## src/rtl/reg_dump_streamer.sv

```systemverilog
// reg_dump_streamer
// Debug reader for the miniRV register file. On request it snapshots every
// architectural register and streams the snapshot as a byte-wide valid/ready
// frame: HEADER, then each register MSB byte first, then an XOR checksum of
// the data bytes. It only ever reads the register file.
module reg_dump_streamer #(
    parameter int         NUM_REGS = 16,
    parameter logic [7:0] HEADER   = 8'hA5
) (
    input  logic                    clk,
    input  logic                    rst,
    input  logic                    dump_req,
    input  logic [32*NUM_REGS-1:0]  reg_vals_flat,
    output logic [7:0]              out_data,
    output logic                    out_valid,
    input  logic                    out_ready,
    output logic                    busy,
    output logic                    done
);

    localparam int IDX_W = (NUM_REGS > 1) ? $clog2(NUM_REGS) : 1;
    localparam logic [IDX_W-1:0] LAST_IDX = IDX_W'(NUM_REGS - 1);

    typedef enum logic [1:0] {
        IDLE = 2'd0,
        HDR  = 2'd1,
        DATA = 2'd2,
        CSUM = 2'd3
    } state_t;

    state_t           state_reg, state_next;
    logic [31:0]      snap_reg [NUM_REGS];
    logic [IDX_W-1:0] reg_idx_reg, reg_idx_next;
    logic [1:0]       byte_idx_reg, byte_idx_next;
    logic [7:0]       csum_reg, csum_next;
    logic             done_reg, done_next;
    logic             capture;
    logic [31:0]      cur_word;
    logic [7:0]       data_byte;

    // Byte currently due in the DATA phase: byte_idx 0 is the register's MSB.
    assign cur_word = snap_reg[reg_idx_reg];

    // Select the byte of the current snapshot word that is being presented.
    always_comb begin
        data_byte = 8'h00;
        case (byte_idx_reg)
            2'd0: data_byte = cur_word[31:24];
            2'd1: data_byte = cur_word[23:16];
            2'd2: data_byte = cur_word[15:8];
            default: data_byte = cur_word[7:0];
        endcase
    end

    // Snapshot registers: loaded all at once on the accepting edge, so later
    // register-file activity cannot leak into a frame in progress.
    generate
        for (genvar gi = 0; gi < NUM_REGS; gi++) begin : g_snap
            // Capture register gi when a dump request is accepted in IDLE.
            always_ff @(posedge clk or posedge rst) begin
                if (rst) begin
                    snap_reg[gi] <= 32'h0;
                end else if (capture) begin
                    snap_reg[gi] <= reg_vals_flat[32*gi +: 32];
                end
            end
        end
    endgenerate

    // State, counters, checksum and the done pulse.
    always_ff @(posedge clk or posedge rst) begin
        if (rst) begin
            state_reg    <= IDLE;
            reg_idx_reg  <= '0;
            byte_idx_reg <= 2'd0;
            csum_reg     <= 8'h00;
            done_reg     <= 1'b0;
        end else begin
            state_reg    <= state_next;
            reg_idx_reg  <= reg_idx_next;
            byte_idx_reg <= byte_idx_next;
            csum_reg     <= csum_next;
            done_reg     <= done_next;
        end
    end

    // Next-state and output decode. Outputs come straight from registered
    // state, so a reset clears them immediately and out_data holds while
    // the sink stalls.
    always_comb begin
        state_next    = state_reg;
        reg_idx_next  = reg_idx_reg;
        byte_idx_next = byte_idx_reg;
        csum_next     = csum_reg;
        done_next     = 1'b0;
        capture       = 1'b0;
        out_valid     = 1'b0;
        out_data      = 8'h00;

        case (state_reg)
            IDLE: begin
                if (dump_req) begin
                    capture       = 1'b1;
                    reg_idx_next  = '0;
                    byte_idx_next = 2'd0;
                    csum_next     = 8'h00;
                    state_next    = HDR;
                end
            end
            HDR: begin
                out_valid = 1'b1;
                out_data  = HEADER;
                if (out_ready) begin
                    state_next = DATA;
                end
            end
            DATA: begin
                out_valid = 1'b1;
                out_data  = data_byte;
                if (out_ready) begin
                    csum_next     = csum_reg ^ data_byte;
                    // Two-bit counter wraps 3 -> 0 on its own.
                    byte_idx_next = byte_idx_reg + 2'd1;
                    if (byte_idx_reg == 2'd3) begin
                        if (reg_idx_reg == LAST_IDX) begin
                            state_next = CSUM;
                        end else begin
                            reg_idx_next = reg_idx_reg + 1'b1;
                        end
                    end
                end
            end
            CSUM: begin
                out_valid = 1'b1;
                out_data  = csum_reg;
                if (out_ready) begin
                    done_next  = 1'b1;
                    state_next = IDLE;
                end
            end
            default: begin
                state_next = IDLE;
            end
        endcase
    end

    assign busy = (state_reg != IDLE);
    assign done = done_reg;

endmodule

```

## config.mk

```make
export PLATFORM = sky130hd
export DESIGN_NAME = reg_dump_streamer
export DESIGN_NICKNAME = d
export VERILOG_FILES = /design/src/rtl/reg_dump_streamer.sv
export SDC_FILE = /design/constraint.sdc
export NUM_CORES = 1
export LEC_CHECK = 0
export ABC_CLOCK_PERIOD_IN_PS = 25300
export BUFFER_PORTS_ARGS = -buffer_cell sky130_fd_sc_hd__buf_2
export CAP_MARGIN = 20
export CORE_MARGIN = 10
export CORE_UTILIZATION = 30
export CTS_BUF_LIST = sky130_fd_sc_hd__clkbuf_8
export DETAILED_ROUTE_END_ITERATION = 8
export GPL_TIMING_DRIVEN = 0
export HOLD_SLACK_MARGIN = 0.12
export PLACE_DENSITY = 0.53
export SLEW_MARGIN = 30
export SYNTH_ARGS = -nofsm -noshare
export SYNTH_HDL_FRONTEND = slang
export SYNTH_SLANG_ARGS = --single-unit
```

## constraint.sdc

```tcl
create_clock -name clk -period 25.3 [get_ports clk]
set_clock_uncertainty 0.15 [all_clocks]
set_input_delay 3.795 -clock clk [delete_from_list [all_inputs] [get_ports clk]]
set_output_delay 3.795 -clock clk [all_outputs]
set_load 0.01 [all_outputs]
```

==> metrics.md, run 1 <==
| Metric | Value |
|---|---|
| Outcome | complete, no violations |
| Crit path max-delay family | compound AO/OA/AOI/OAI gates |
| Final HPWL DP | 76,800 µm |
| Final period utilization | 0.329 |
| Worst path most repeated cell | nor2_1 |
| CTS root buf | clkbuf_8 |
| Commonest non-fill, non-tap cell in the layout | buf_2 |
| Post-Synthesis Cell Area | 0.0245 mm² |
| Clock sink count | 529 |
| Chip height | 306 µm |
| Commonest non-fill, non-tap cells in the layout | buf_2 (563), dfrtp_1 (529), mux2_2 (513) |
| Yosys top cell by area | dfrtp_1 |
| Netlist cell types | 40 |
| Max Clk Rate | 120 MHz |
| CTS tree | built |
| Hold Crit Class | reg2reg |
| Hold Buf Count CTS | 0 |
| Overall power | 3.94 mW |
| Filler cell count | 7,828 |
| Mean number of vias per cell | 4.96 |
| Number of synthesized flops with an enable pin | 0 |
| Synth async-reset ratio | 1.00 |
| Total CTS buffers | 99 |
| Highest cell delay on the worst timing path | 690 ps |
| DRT Pass-1 Iters | 5 |
| Sequential fraction of the synthesis area | 0.539 |
| Yosys reg bits | 529 |
| Yosys warnings | 0 |
| CTS H-tree lvls | 3 |
| Slew headroom | 0.354 |
| Kind of critical path | reg2out |
| Gr usage total | 0.204 |
| Initial Utilization | 0.304 |
| DIE AREA | 0.0937 mm² |
| Routed length per instance | 28.0 µm |
| Maxcap violations | 0 |
| CP endpoint kind | output port |
| Synth area leaders | dfrtp_1 (54%), mux2_2 (24%), mux2i_1 (8.6%), mux4_2 (2.4%), a22oi_1 (1.7%) |
| Critical path arrival | 4370 ps |
| WP data required | 21,350 ps |
| Final Setup Violations | 0 |
| DRC errors left | 0 |
| CTS Buffer Depth | 3 |
| Final-report hold violation count | 0 |
| Worst slew pin tran | 969 ps |
| Slowest CP cell | clkbuf_1 |
| First-pass GRT wire length | 139,000 µm |
| Chip width | 306 µm |
| Clock latency on the worst-skew pair | 690 ps |
| Final wirelength | 98,500 µm |
| Power Density | 128 mW/mm² |
| DR vias | 17,500 |
| ANT nets after route | 0 |
| Buffers on Ports | 525 |
| Final weighted congestion in routability-driven placement | 0.850 |
| CP Cell Sequence | buf_4 > nor2_1 > clkbuf_1 > a22oi_1 > a31oi_1 > nand4_1 > a32oi_1 > nor2_1 > buf_2 |
| Post-CTS Setup Bufs | 0 |
| Worst IR Drop VDD | 0.0450 mV |
| # nets final | 2,890 |
| PostCTS Resize Cnt | 0 |
| Initial DRC count | 1,005 |
| CTS clk-pin slew, worst paths | 50 ps |
| Initial antenna violation count | 31 |
| Largest register FFs | 512 |
| Leak | 13.5 nW |
| Core Box Area | 0.0808 mm² |
| Syn_area_per_cell | 14.2 µm² |
| Min Tclk post-route | 8320 ps |
| Pin count of the biggest net entering global routing | 91 |
| Area Growth Syn to Fin | 25.7% |
| RSZ-0062 raised after global routing | false |
| Ys flop type | dfrtp_1 |
| CP startpoint kind | register |
| Syn Inst Count | 1,732 |
| Critical path peak fanout | 10 |
| Gr ovfl total | 0 |
| Placement row count | 104 |
| Layout cells sized above 1 | 0.531 |
| Worst Path Buf+Inv | 3 |
| Synth Net Count | 2,258 |
| Vias in the first global route | 19,600 |
| Setup TNS | 0 ps |
| Final number of max-transition violations | 0 |
| IO Pins | 527 |
| Top-area cell type share of the netlist area | 0.539 |
final cells by class:
cell class / instances / area, µm² / share of cell area
clock buffer: 124 / 1710 / 0.0553
tap: 1060 / 1330 / 0.0430
antenna: 14 / 35.0 / 0.00114
inverter: 9 / 41.3 / 0.00134
multi-input combinational: 1066 / 10500 / 0.341
buffer: 128 / 752 / 0.0244
sequential: 529 / 13200 / 0.429
timing repair buffer: 531 / 2790 / 0.0905
clock inverter: 56 / 435 / 0.0141
report_power, final:
group	switching [mW]	total, mW	internal (mW)
Combinational	0.779	1.54	0.761
Clock	0.376	0.888	0.512
Sequential	0.224	1.51	1.28
metal layers:
metal	vias up	global-route usage	part of all wire
met1	9009	0.254	0.42
met3	147	0.0436	0.053
li1	7716	-	-
met5	-	0	0.00069
met4	12	0.0566	0.024
met2	570	0.354	0.50
final timing paths:
check | from | to | slack, ps | depth (start not counted)
min in group asynchronous | rst | snap_reg[70] | 2970 | 2
worst min-delay path | snap_reg[320] | snap_reg[320] | 350 | 1
worst max-delay path | reg_idx_reg[2] | out_data[3] | 16980 | 9
max in group asynchronous | rst | snap_reg[468] | 20710 | 4
worst max register to register | reg_idx_reg[2] | csum_reg[3] | 21570 | 8
worst min register to register | snap_reg[320] | snap_reg[320] | 350 | 1
kinds of logic after synthesis:
kind of cell / after synthesis / synth area share
AO/OA/AOI/OAI: 186 / 0.0541
XOR/XNOR: 2 / 0.000714
adder cells (fa/ha/maj): 10 / 0.00510
buffers and inverters: 137 / 0.0319
flip-flops: 529 / 0.539
multiplexers: 751 / 0.346
AND/OR/NAND/NOR: 117 / 0.0226
cells in the mapped netlist (all sizes together), types with 2 or more instances:
cell	number
a21oi	23
a22o	29
a22oi	55
a31oi	33
a32oi	4
a41o	8
and2	6
and3	2
buf	72
clkbuf	56
dfrtp	529
ha	10
inv	9
mux2	513
mux2i	211
mux4	27
nand2	31
nand2b	2
nand3	21
nand4	8
nor2	23
nor2b	7
nor3	16
o211ai	15
o21ai	15
o221ai	2
xor2	2
through the flow:
| step | instance area [µm²] | setup slack, ps | instances | util | hold slack (ps) |
|---|---|---|---|---|---|
| final | 30900 | 16980 | 3517 | 0.382 | 348 |
| after global routing | 30800 | 16860 | 3515 | 0.382 | 362 |
| after CTS | 30800 | 16890 | 3503 | 0.381 | 350 |
| after detailed placement | 28700 | 17690 | 3323 | 0.355 | 338 |
| after global placement | 28500 | 530 | 3317 | 0.353 | 330 |
| after floorplan | 24500 | 6570 | 1732 | - | 320 |
(Power assumes the default switching activity.)
==> run 2, diff against run 1 <==
--- a/config.mk
+++ b/config.mk
@@ -5,7 +5,7 @@
 export SDC_FILE = /design/constraint.sdc
 export NUM_CORES = 1
 export LEC_CHECK = 0
-export ABC_CLOCK_PERIOD_IN_PS = 25300
+export ABC_CLOCK_PERIOD_IN_PS = 7760
 export BUFFER_PORTS_ARGS = -buffer_cell sky130_fd_sc_hd__buf_2
 export CAP_MARGIN = 20
 export CORE_MARGIN = 10
==> constraint.sdc (replaced) <==
create_clock -name clk -period 7.76 [get_ports clk]
set_clock_uncertainty 0.15 [all_clocks]
set_input_delay 1.164 -clock clk [delete_from_list [all_inputs] [get_ports clk]]
set_output_delay 1.164 -clock clk [all_outputs]
set_load 0.01 [all_outputs]
==> metrics.md, run 2 (synthesis results as in run 1) <==
| Metric | Value |
|---|---|
| Outcome | complete, no violations |
| Total CTS buffers | 98 (-1.0%) |
| CP Cell Sequence | buf_4 > nor2_1 > clkbuf_1 > a22oi_1 > a31oi_1 > nand4_1 > a32oi_1 > nor2_1 > buf_2 |
| Final wirelength | 100,000 µm (+1.7%) |
| Mean number of vias per cell | 5.04 (+1.6%) |
| CTS root buf | clkbuf_8 |
| Net Sw Power | 4.54 mW (+230%) |
| ANT nets after route | 0 (unchanged) |
| Max Clk Rate | 171 MHz |
| Post-CTS Setup Bufs | 0 (unchanged) |
| DIE AREA | 0.0937 mm² (unchanged) |
| Chip height | 306 µm (unchanged) |
| Final weighted congestion in routability-driven placement | 0.860 (+1.2%) |
| First-pass GRT wire length | 140,000 µm (+1.1%) |
| Placement row count | 104 (unchanged) |
| Reg2reg start | reg_idx_reg[2] |
| Hold Path End | snap_reg[324] |
| Pin count of the biggest net entering global routing | 31 (-66%) |
| Slew headroom | 0.331 (-0.0228) |
| HP Start | snap_reg[324] |
| Clock sink count | 529 (unchanged) |
| CTS H-tree lvls | 3 (unchanged) |
| Commonest non-fill, non-tap cell in the layout | buf_2 |
| Commonest non-fill, non-tap cells in the layout | buf_2 (563), dfrtp_1 (529), mux2_2 (513) |
| Worst r2r dst | csum_reg[3] |
| DRT Pass-1 Iters | 5 (unchanged) |
| CP startpoint kind | register |
| Buffers on Ports | 525 (unchanged) |
| Gr ovfl total | 0 (unchanged) |
| Hold Crit Class | reg2reg |
| PostCTS Resize Cnt | 0 (unchanged) |
| CTS tree | built |
| Sw Share | 0.359 (+0.00906) |
| Final HPWL DP | 78,200 µm (+1.8%) |
| Flop-to-flop setup slack | 3890 ps (-17,680 ps) |
| Final-report hold violation count | 0 (unchanged) |
| Critical path arrival | 4530 ps (+160 ps) |
| Critical path peak fanout | 10 (unchanged) |
| Layout cells sized above 1 | 0.530 (-0.00106) |
| Vias in the first global route | 20,100 (+2.4%) |
| Maxcap violations | 0 (unchanged) |
| Initial antenna violation count | 30 (-3.2%) |
| IO Pins | 527 (unchanged) |
| Hold Buf Count CTS | 0 (unchanged) |
| Hold depth | 1 (unchanged) |
| CP endpoint kind | output port |
| Gr usage total | 0.208 (+0.00318) |
| Core Util, Final | 0.382 (+0.000635) |
| Final period utilization | 0.753 |
| Filler cell count | 7,826 (-0.026%) |
| Slowest CP cell | clkbuf_1 |
| WHS | 348 ps (-0.189 ps) |
| Flop pwr share | 0.390 (+0.007) |
| Final number of max-transition violations | 0 (unchanged) |
| Worst path most repeated cell | nor2_1 |
| Power Density | 409 mW/mm² (+220%) |
| Chip width | 306 µm (unchanged) |
| R2R cell count | 8 (unchanged) |
| Leak | 13.5 nW (+0.18%) |
| Fin area | 0.0309 mm² (+0.17%) |
| Min Tclk post-route | 5840 ps |
| RSZ-0062 raised after global routing | false |
| Initial Utilization | 0.304 (unchanged) |
| DR vias | 17,800 (+1.8%) |
| WP data required | 6450 ps (-14,900 ps) |
| Placed Instance Area | 0.0290 mm² (+1.0%) |
| Clock latency on the worst-skew pair | 710 ps (+20 ps) |
| DRC errors left | 0 (unchanged) |
| Logic pwr share | 0.403 (+0.012) |
| CTS clk-pin slew, worst paths | 60 ps (about the same) |
| Kind of critical path | reg2out |
| Area Growth Syn to Fin | 25.9% |
| Int Pwr | 8.09 mW (+220%) |
| Overall power | 12.6 mW (+220%) |
| Clock group share of total power | 0.208 (-0.018) |
| Core Box Area | 0.0808 mm² (unchanged) |
| Final Setup Violations | 0 (unchanged) |
| Worst IR Drop VDD | 0.164 mV (+260%) |
| Routed length per instance | 28.4 µm (+1.4%) |
| Worst slew pin tran | 1000 ps (+34.2 ps) |
| # nets final | 2,905 (+0.52%) |
| Initial DRC count | 978 (-2.7%) |
| CTS Buffer Depth | 3 (unchanged) |
| Largest register FFs | 512 (unchanged) |
| Highest cell delay on the worst timing path | 730 ps (+40 ps) |
[run 2: changes by cell type in the layout (fill, tap and decap cells not counted), moves of 3 or more]
cell	delta
buf_12	+15
bufinv_16	-5
clkbuf_8	-8
clkinv_2	-3
diode_2	+6
inv_1	+4
inv_6	+3
[run 2: worst max-delay path by stage]
stage	from	to	slack [ps]
floorplan	rst	byte_idx_reg[0]	-740
global placement	rst	snap_reg[308]	-3950
detailed placement	reg_idx_reg[2]	out_data[3]	2700
CTS	reg_idx_reg[2]	out_data[3]	1890
global route	reg_idx_reg[2]	out_data[3]	1820
finish	reg_idx_reg[2]	out_data[3]	1920
[run 2: worst max-delay path, delay by kind of cell, from the launching register on]
kind                   cells  cell delay, ps
AO/OA/AOI/OAI              3            1190
AND/OR/NAND/NOR            3            1120
buffers and inverters      3            1110
flip-flops                 1             400
[run 2: per-stage QoR]
stage,setup slack [ps],instances,TNS (ps)
floorplan,-744,1732,-393640
global placement,-3950,3317,-2029880
detailed placement,2700,3338,0
CTS,1890,3505,0
global route,1820,3522,0
finish,1920,3526,0
[run 2: final cells by class]
cell class	instances	area, µm²	share of cell area
buffer	128	752	0.0243
sequential	529	13200	0.428
timing repair buffer	547	3110	0.101
tap	1060	1330	0.0429
clock inverter	52	285	0.00923
inverter	9	37.5	0.00121
antenna	20	50.0	0.00162
multi-input combinational	1066	10500	0.341
clock buffer	115	1580	0.0512
[run 2: routing by layer]
layer | vias to the layer above | wire length (µm) | track usage | part of all wire
li1 | 7744 | - | - | -
met3 | 180 | 5790 | 0.0510 | 0.058
met2 | 609 | 49800 | 0.354 | 0.50
met5 | - | 69 | 0 | 0.00069
met1 | 9226 | 41400 | 0.250 | 0.41
met4 | 12 | 3010 | 0.0792 | 0.030
[run 2: power by group through the flow]
stage / combinational (mW) / clock, mW / sequential, mW
after floorplan: 3.50 / 0 / 4.70
after global placement: 4.96 / 0 / 4.89
after detailed placement: 5.11 / 0 / 4.95
after CTS: 5.13 / 2.71 / 4.90
after global routing: 5.46 / 2.81 / 5.07
final: 5.08 / 2.62 / 4.92
==> run 3, diff against run 2 <==
--- a/config.mk
+++ b/config.mk
@@ -5,7 +5,8 @@
 export SDC_FILE = /design/constraint.sdc
 export NUM_CORES = 1
 export LEC_CHECK = 0
-export ABC_CLOCK_PERIOD_IN_PS = 7760
+export ABC_AREA = 1
+export ABC_CLOCK_PERIOD_IN_PS = 4900
 export BUFFER_PORTS_ARGS = -buffer_cell sky130_fd_sc_hd__buf_2
 export CAP_MARGIN = 20
 export CORE_MARGIN = 10
@@ -14,7 +15,7 @@
 export DETAILED_ROUTE_END_ITERATION = 8
 export GPL_TIMING_DRIVEN = 0
 export HOLD_SLACK_MARGIN = 0.12
-export PLACE_DENSITY = 0.53
+export PLACE_DENSITY = 0.55
 export SLEW_MARGIN = 30
 export SYNTH_ARGS = -nofsm -noshare
 export SYNTH_HDL_FRONTEND = slang
==> constraint.sdc (replaced) <==
create_clock -name clk -period 4.9 [get_ports clk]
set_clock_uncertainty 0.15 [all_clocks]
set_input_delay 0.735 -clock clk [delete_from_list [all_inputs] [get_ports clk]]
set_output_delay 0.735 -clock clk [all_outputs]
set_load 0.01 [all_outputs]
==> metrics.md, run 3 <==
| Metric | Value |
|---|---|
| Setup WS pre-CTS | 1050 ps (-1650 ps) |
| DIE AREA | 0.0990 mm² (+5.7%) |
| Worst slew pin tran | 1040 ps (+38.7 ps) |
| Core Util, Final | 0.436 (+0.0535) |
| Total CTS buffers | 98 (unchanged) |
| Initial DRC count | 2,154 (+120%) |
| Gr usage total | 0.252 (+0.0444) |
| Clock latency on the worst-skew pair | 730 ps (+20 ps) |
| Slew headroom | 0.306 (-0.0258) |
| Final number of max-transition violations | 0 (unchanged) |
| Post-CTS Setup Bufs | 0 (unchanged) |
| Final Setup Violations | 0 (unchanged) |
| Syn Inst Count | 3,549 (+100%) |
| Commonest non-fill, non-tap cells in the layout | nand2_1 (1,467), buf_2 (574), dfrtp_1 (529) |
| Highest cell delay on the worst timing path | 560 ps (-170 ps) |
| Slowest CP cell | clkbuf_1 |
| Yosys warnings | 0 (unchanged) |
| Core Box Area | 0.0857 mm² (+6.0%) |
| Top-area cell type share of the netlist area | 0.508 (-0.0308) |
| Buffers on Ports | 526 (+0.19%) |
| Final period utilization | 0.950 |
| Pin count of the biggest net entering global routing | 30 (-3.2%) |
| Hold Crit Class | in2reg |
| Synth Net Count | 4,075 (+80%) |
| CP endpoint kind | output port |
| DRT Pass-1 Iters | 5 (unchanged) |
| Final HPWL DP | 96,200 µm (+23%) |
| Area Growth Syn to Fin | 43.5% |
| DR vias | 27,800 (+57%) |
| CP startpoint kind | register |
| CP Cell Sequence | buf_2 > inv_2 > clkbuf_1 > nand3_1 > nand2_1 > nand2_1 > nand2_1 > inv_1 > nand2_1 > nand2_1 > nand2_1 > inv_1 > nand2_1 > nand3_1 > a21oi_1 > buf_2 |
| Largest register FFs | 512 (unchanged) |
| Final wirelength | 127,000 µm (+27%) |
| Chip width | 315 µm (+2.8%) |
| Worst IR Drop VDD | 0.245 mV (+50%) |
| First-pass GRT wire length | 184,000 µm (+31%) |
| CTS root buf | clkbuf_8 |
| Yosys reg bits | 529 (unchanged) |
| Leak | 19.2 nW (+42%) |
| Setup TNS | 0 ps (unchanged) |
| Overall power | 22.1 mW (+75%) |
| PostCTS Resize Cnt | 0 (unchanged) |
| Gr ovfl total | 0 (unchanged) |
| Initial antenna violation count | 11 (-63%) |
| Vias in the first global route | 28,700 (+43%) |
| # nets final | 5,189 (+79%) |
| Routed length per instance | 21.6 µm (-24%) |
| CTS Buffer Depth | 3 (unchanged) |
| Final-report hold violation count | 0 (unchanged) |
| Filler cell count | 8,769 (+12%) |
| RSZ-0062 raised after global routing | false |
| Sequential fraction of the synthesis area | 0.508 (-0.0308) |
| Outcome | complete, no violations |
| Number of synthesized flops with an enable pin | 0 (unchanged) |
| Placement row count | 107 (+2.9%) |
| Chip height | 315 µm (+2.8%) |
| Max Clk Rate | 215 MHz |
| Maxcap violations | 0 (unchanged) |
| Critical path peak fanout | 10 (unchanged) |
| IO Pins | 527 (unchanged) |
| Worst path most repeated cell | nand2_1 |
| Mean number of vias per cell | 4.72 (-6.3%) |
| Syn_area_per_cell | 7.34 µm² (-48%) |
| CTS H-tree lvls | 3 (unchanged) |
| Setup ws final | 245 ps (-1670 ps) |
| DRC errors left | 0 (unchanged) |
| Clock sink count | 529 (unchanged) |
| Final weighted congestion in routability-driven placement | 0.932 (+8.4%) |
| Power Density | 592 mW/mm² (+45%) |
| CTS clk-pin slew, worst paths | 60 ps (about the same) |
| Synth async-reset ratio | 1.00 (unchanged) |
| Yosys top cell by area | dfrtp_1 |
| Critical path arrival | 3770 ps (-760 ps) |
| WP data required | 4010 ps (-2440 ps) |
| Kind of critical path | reg2out |
| CTS tree | built |
| Netlist cell types | 28 (-30%) |
| Most common cell in the synthesized netlist | nand2_1 |
| Layout cells sized above 1 | 0.167 (-0.363) |
| Ys flop type | dfrtp_1 |
| Min Tclk post-route | 4650 ps |
| ANT nets after route | 0 (unchanged) |
| Post-Synthesis Cell Area | 0.0260 mm² (+6.1%) |
| Synth top cells by count | nand2_1 (1,467), dfrtp_1 (529), inv_1 (438), o21ai_0 (403), nand3_1 (292) |
| Synth area leaders | dfrtp_1 (51%), nand2_1 (21%), o21ai_0 (7.7%), inv_1 (6.3%), nand3_1 (5.6%) |
| Initial Utilization | 0.304 (about the same) |
| Commonest non-fill, non-tap cell in the layout | nand2_1 |
==> run 3: power breakdown <==
part | leakage [nW] | switching, mW | total [mW] | internal (mW)
clock network | 1.16 | 2.02 | 4.41 | 2.40
logic | 11.5 | 7.18 | 10.5 | 3.30
registers | 6.53 | 0.742 | 7.21 | 6.46
total | 19.2 | 9.94 | 22.1 | 12.2
==> run 3: metal layers <==
layer  vias up  wire length [µm]  part of all wire  global-route usage
met1     13300             52800              0.41               0.316
met5         -                36           0.00028                   0
met3       299              8670             0.068              0.0510
met2      1086             59200              0.46               0.407
li1      13200                 -                 -                   -
met4         8              6700             0.053               0.130
==> run 3: final timing paths <==
check / startpoint / end / slack (ps) / cells past startpoint
setup / recovery: reg_idx_reg[1] / out_data[1] / 250 / 16
hold / removal: reg_vals_flat[440] / snap_reg[88] / 170 / 3
setup reg to reg: state_reg[1] / snap_reg[228] / 1280 / 9
hold reg to reg: snap_reg[423] / snap_reg[423] / 330 / 2
max in group asynchronous: rst / snap_reg[7] / 2460 / 10
min in group asynchronous: rst / snap_reg[242] / 400 / 3
==> run 3: what timing repair did <==
item | in CTS | in global routing
setup endpoints to repair | 0 | 0
hold endpoints to repair | 499 | 0
hold buffers | 464 | 0
==> run 3: kinds of logic (layout without fill, tap and decap cells) <==
family	Yosys count	after routing	share of synthesized area
AO/OA/AOI/OAI	492	492	0.0964
flip-flops	529	529	0.508
buffers and inverters	668	1855	0.108
adder cells (fa/ha/maj)	10	10	0.00481
AND/OR/NAND/NOR	1850	1850	0.282
other	0	11	0
==> run 3: layout make-up <==
| class | count | area [µm²] | share of cell area |
|---|---|---|---|
| timing repair buffer | 1014 | 7840 | 0.210 |
| inverter | 444 | 1680 | 0.0449 |
| antenna | 11 | 27.5 | 0.000737 |
| sequential | 529 | 13200 | 0.354 |
| buffer | 224 | 1150 | 0.0308 |
| clock buffer | 125 | 1720 | 0.0461 |
| clock inverter | 48 | 289 | 0.00774 |
| multi-input combinational | 2352 | 9980 | 0.267 |
| tap | 1144 | 1430 | 0.0383 |
==> run 3: worst max-delay path: cells and delay by family (launching register included) <==
family	cells	cell delay (ps)
buffers and inverters	6	1180
flip-flops	1	380
AO/OA/AOI/OAI	1	400
AND/OR/NAND/NOR	9	1110
==> run 3: through the flow <==
| step | instances | hold slack [ps] | instance area [µm²] |
|---|---|---|---|
| 2_1_floorplan | 3549 | 294 | 26000 |
| 3_3_place_gp | 5219 | 312 | 30100 |
| 3_5_place_dp | 5243 | 311 | 30700 |
| 4_1_cts | 5880 | 120 | 37300 |
| 5_1_grt | 5886 | 137 | 37300 |
| 6_report | 5891 | 166 | 37300 |
